$ cat src/rtl/downcounter_pkg.sv
// Shared types and constants for the loadable down-counter timer.
package downcounter_pkg;

    typedef enum logic {
        IDLE = 1'b0,
        RUN  = 1'b1
    } dct_state_t;

    localparam logic DCT_MODE_ONESHOT = 1'b0;
    localparam logic DCT_MODE_RELOAD  = 1'b1;

endpackage : downcounter_pkg

$ cat src/rtl/downcounter_timer.sv
// Loadable down-counter timer: counts a programmed value down to zero under
// enable, pulses done on expiry, then stops (one-shot) or reloads the last
// loaded value (auto-reload).
module downcounter_timer
    import downcounter_pkg::*;
#(
    parameter int WIDTH = 4
) (
    input  logic             clk,
    input  logic             reset,
    input  logic             load,
    input  logic [WIDTH-1:0] load_value,
    input  logic             enable,
    input  logic             mode,
    output logic [WIDTH-1:0] count,
    output logic             busy,
    output logic             done
);

    localparam logic [WIDTH-1:0] ONE = WIDTH'(1);

    dct_state_t       state;
    dct_state_t       state_nxt;
    logic [WIDTH-1:0] reload_reg;
    logic [WIDTH-1:0] reload_nxt;
    logic [WIDTH-1:0] count_nxt;
    logic             done_nxt;

    // Next state/count/reload/done: load beats expiry, expiry beats decrement.
    // In RUN the count is never 0, so the decrement below cannot underflow.
    always_comb begin
        state_nxt  = state;
        count_nxt  = count;
        reload_nxt = reload_reg;
        done_nxt   = 1'b0;
        if (load) begin
            count_nxt  = load_value;
            reload_nxt = load_value;
            state_nxt  = (load_value != '0) ? RUN : IDLE;
        end else if (state == RUN && enable) begin
            if (count == ONE) begin
                done_nxt = 1'b1;
                if (mode == DCT_MODE_RELOAD) begin
                    count_nxt = reload_reg;
                end else begin
                    count_nxt = '0;
                    state_nxt = IDLE;
                end
            end else begin
                count_nxt = count - ONE;
            end
        end
    end

    // State register; reset aborts a run immediately without producing done.
    always_ff @(posedge clk or negedge reset) begin
        if (!reset) begin
            state      <= IDLE;
            count      <= '0;
            reload_reg <= '0;
            done       <= 1'b0;
        end else begin
            state      <= state_nxt;
            count      <= count_nxt;
            reload_reg <= reload_nxt;
            done       <= done_nxt;
        end
    end

    // Busy is decoded straight from the registered state.
    always_comb begin
        busy = (state == RUN);
    end

endmodule : downcounter_timer

$ cat config.mk
export PLATFORM = sky130hd
export DESIGN_NAME = downcounter_timer
export DESIGN_NICKNAME = d
export VERILOG_FILES = /design/src/rtl/downcounter_pkg.sv /design/src/rtl/downcounter_timer.sv
export SDC_FILE = /design/constraint.sdc
export NUM_CORES = 1
export LEC_CHECK = 0
export CAP_MARGIN = 5
export CORE_MARGIN = 2
export CORE_UTILIZATION = 41
export DETAILED_ROUTE_END_ITERATION = 7
export PLACE_DENSITY = 0.72
export SYNTH_ARGS = -nofsm -noshare
export SYNTH_HDL_FRONTEND = slang
export SYNTH_SLANG_ARGS = --single-unit
$ cat constraint.sdc
create_clock -name clk -period 1.54 [get_ports clk]
set_input_delay 0.308 -clock clk [delete_from_list [all_inputs] [get_ports clk]]
set_output_delay 0.308 -clock clk [all_outputs]
set_load 0.03 [all_outputs]
==> reports/metrics.csv <==
metric,value,unit
status,finished with violations,
failing checks,negative setup slack,
Clock Skew,0.00185,ns
"Seq/Total Area, Yosys",43.7,%
"Critical Path, Cell by Cell",inv_2 > ha_4 > or3b_4 > or4_1 > o211ai_1,
Synth area leader,dfrtp_1,
Setup-failing EPs final,1,
crit-path max FO,4,
ant diodes,0,
clock buffer depth,2,
Achievable Freq,626,MHz
WP data required,1.72,ns
CTS Sinks,10,
gr ovfl total,0,
via density per instance,5.37,
CTS Buf Count,3,
Layout area overhead,53.5,%
post-synthesis instance total,55,
DIE HEIGHT,41.4,um
drt drc,0,
final hold slack,0.357,ns
min Tclk post-route,1.60,ns
via count,537,
Crit. End Element,register,
first-pass GRT wire length,2230,um
row cnt,13,
Post-synth EDFFs,0,
critical path buffer and inverter count,1,
I/O pins,15,
worst setup margin,-0.0582,ns
"CTS clk-pin slew, worst paths",0.07,ns
Synthesized Nets,66,
"most common cell after layout, fill and taps aside",buf_4,
most frequent cells in the layout,"buf_4, dfrtp_1, clkdlybuf4s50_1, dlygate4sd2_1",
TNS Setup,-0.0582,ns
P per Cell Area,941,nW/um^2
vias in the first global route,497,
Synth Register Bits,10,
Leak,0.397,nW
type of origin of the critical path,register,
Post-Route WL,1420,um
WL/cell,14.2,um
headroom to the max-slew limit,69.4,%
initial core utilization,44.0,%
Mapped Avg Cell Area,10.4,sq um
critical path's top delay family,simple AND/OR/NAND/NOR gates,
Root Buffer Master,clkbuf_4,
initial antenna violation count,0,
post-route ant nets,0,
worst-margin pin slew,0.458,ns
ys async rst share,100,%
initial drt markers,14,
"reg-to-reg slack, setup",-0.06,ns
CTS tree,built,
full die area,1710,sq um
"slowest stage delay, CP",0.41,ns
Synth top area share,43.7,%
Hold WC Path Type,input pin to async pin,
H-tree depth,1,
Mapped Area,573,sq um
Max Cap Viol,0,
layout cells sized above 1,37.6,%
final net count,97,
CP arrival,1.78,ns
Total Power,0.000828,W
VDD IR max,572,uV
Hold Buf Count CTS,0,
Worst path slowest cell,dfrtp_2,
largest net degree at the start of global routing,11,
Setup CP Type,register to register,
Layout Utilization,67.6,%
largest cells by area after synthesis,"dfrtp_1, mux2_2, ha_1",
Clock Latency Late Sink,0.27,ns
core area,1300,sq um
fillers,123,
RSZ-0062 raised after global routing,true,
Fin. Hold Viols,0,
"Period Utilization, post-route",104,%
Die X,41.4,um
Placed Cells incl. Taps,93,
final RePlAce weighted congestion,0.869,
total track usage,20.7,%
DRT Pass-1 Iters,4,
"Primary FF master, synth",dfrtp_1,
library cells used by synthesis,28,
non-filler instance count after layout,100,
Final Slew Violations,0,
Port Buffers,14,
YS warnings,0,
==> worst paths after layout <==
check | start | cells past startpoint | end
max reg2reg | count[1]$_DFFE_PN0P_ | 5 | count[3]$_DFFE_PN0P_
max | count[1]$_DFFE_PN0P_ | 5 | count[3]$_DFFE_PN0P_
min in group clk | reload_reg[3]$_DFFE_PN0P_ | 1 | reload_reg[3]$_DFFE_PN0P_
min | reset | 1 | done$_DFF_PN0_
max in group asynchronous | reset | 1 | count[0]$_DFFE_PN0P_
min reg2reg | reload_reg[3]$_DFFE_PN0P_ | 1 | reload_reg[3]$_DFFE_PN0P_
==> stage by stage <==
step,cell area [sq um],worst slack (ns)
CTS,857,-0.0462
detailed placement,821,-0.0617
finish,880,-0.0582
global route,880,-0.102
global placement,821,-0.0336
floorplan,588,-0.113
==> layer usage <==
layer | track usage, % | up-vias | share of wire, %
met5 | 0 | - | 0
li1 | - | 266 | -
met2 | 34.8 | 22 | 49
met1 | 24.9 | 247 | 46
met3 | 4.79 | 2 | 4.9
met4 | 9.68 | 0 | 0.35
==> Yosys cell counts, drive strengths merged (2+ instances only) <==
cell type,count
ha,2
a22oi,3
nand2,4
nor2,2
inv,3
o211ai,2
o21ai,3
nor2b,3
o41ai,2
mux2,5
a21oi,2
dfrtp,10
==> repair_timing <==
item | 4_1_cts | 5_1_grt
endpoints found under the hold margin | 0 | 0
resized for setup | 6 | 2
endpoints found under the setup margin | 7 | 3
cloned | 0 | 0
pin swaps | 0 | 1
buffers inserted | 1 | 2
==> report_power, final <==
group / internal, W / total [W] / leakage (nW) / switching [W]
logic: 0.000148 / 0.000276 / 0.258 / 0.000129
registers: 0.000291 / 0.000315 / 0.117 / 0.0000244
clock network: 0.000144 / 0.000237 / 0.0210 / 0.0000931
total: 0.000582 / 0.000828 / 0.397 / 0.000246
==> area by class of cell <==
class,count,area [sq um],area share [%]
multi-input combinational,40,323,36.7
sequential,10,253,28.7
timing repair buffer,28,238,27.0
clock buffer,4,36.3,4.13
tap,15,18.8,2.13
inverter,3,11.3,1.28
==> kinds of logic (layout without fill, tap and decap cells) <==
logic type,count (synthesis),after routing,synth area share [%]
AND/OR/NAND/NOR,19,19,21.4
AO/OA/AOI/OAI,13,13,15.5
flip-flops,10,10,43.7
multiplexers,6,6,11.6
buffers and inverters,5,35,3.49
adder cells (fa/ha/maj),2,2,4.37
No activity file was read; power rests on OpenSTA's default activity.
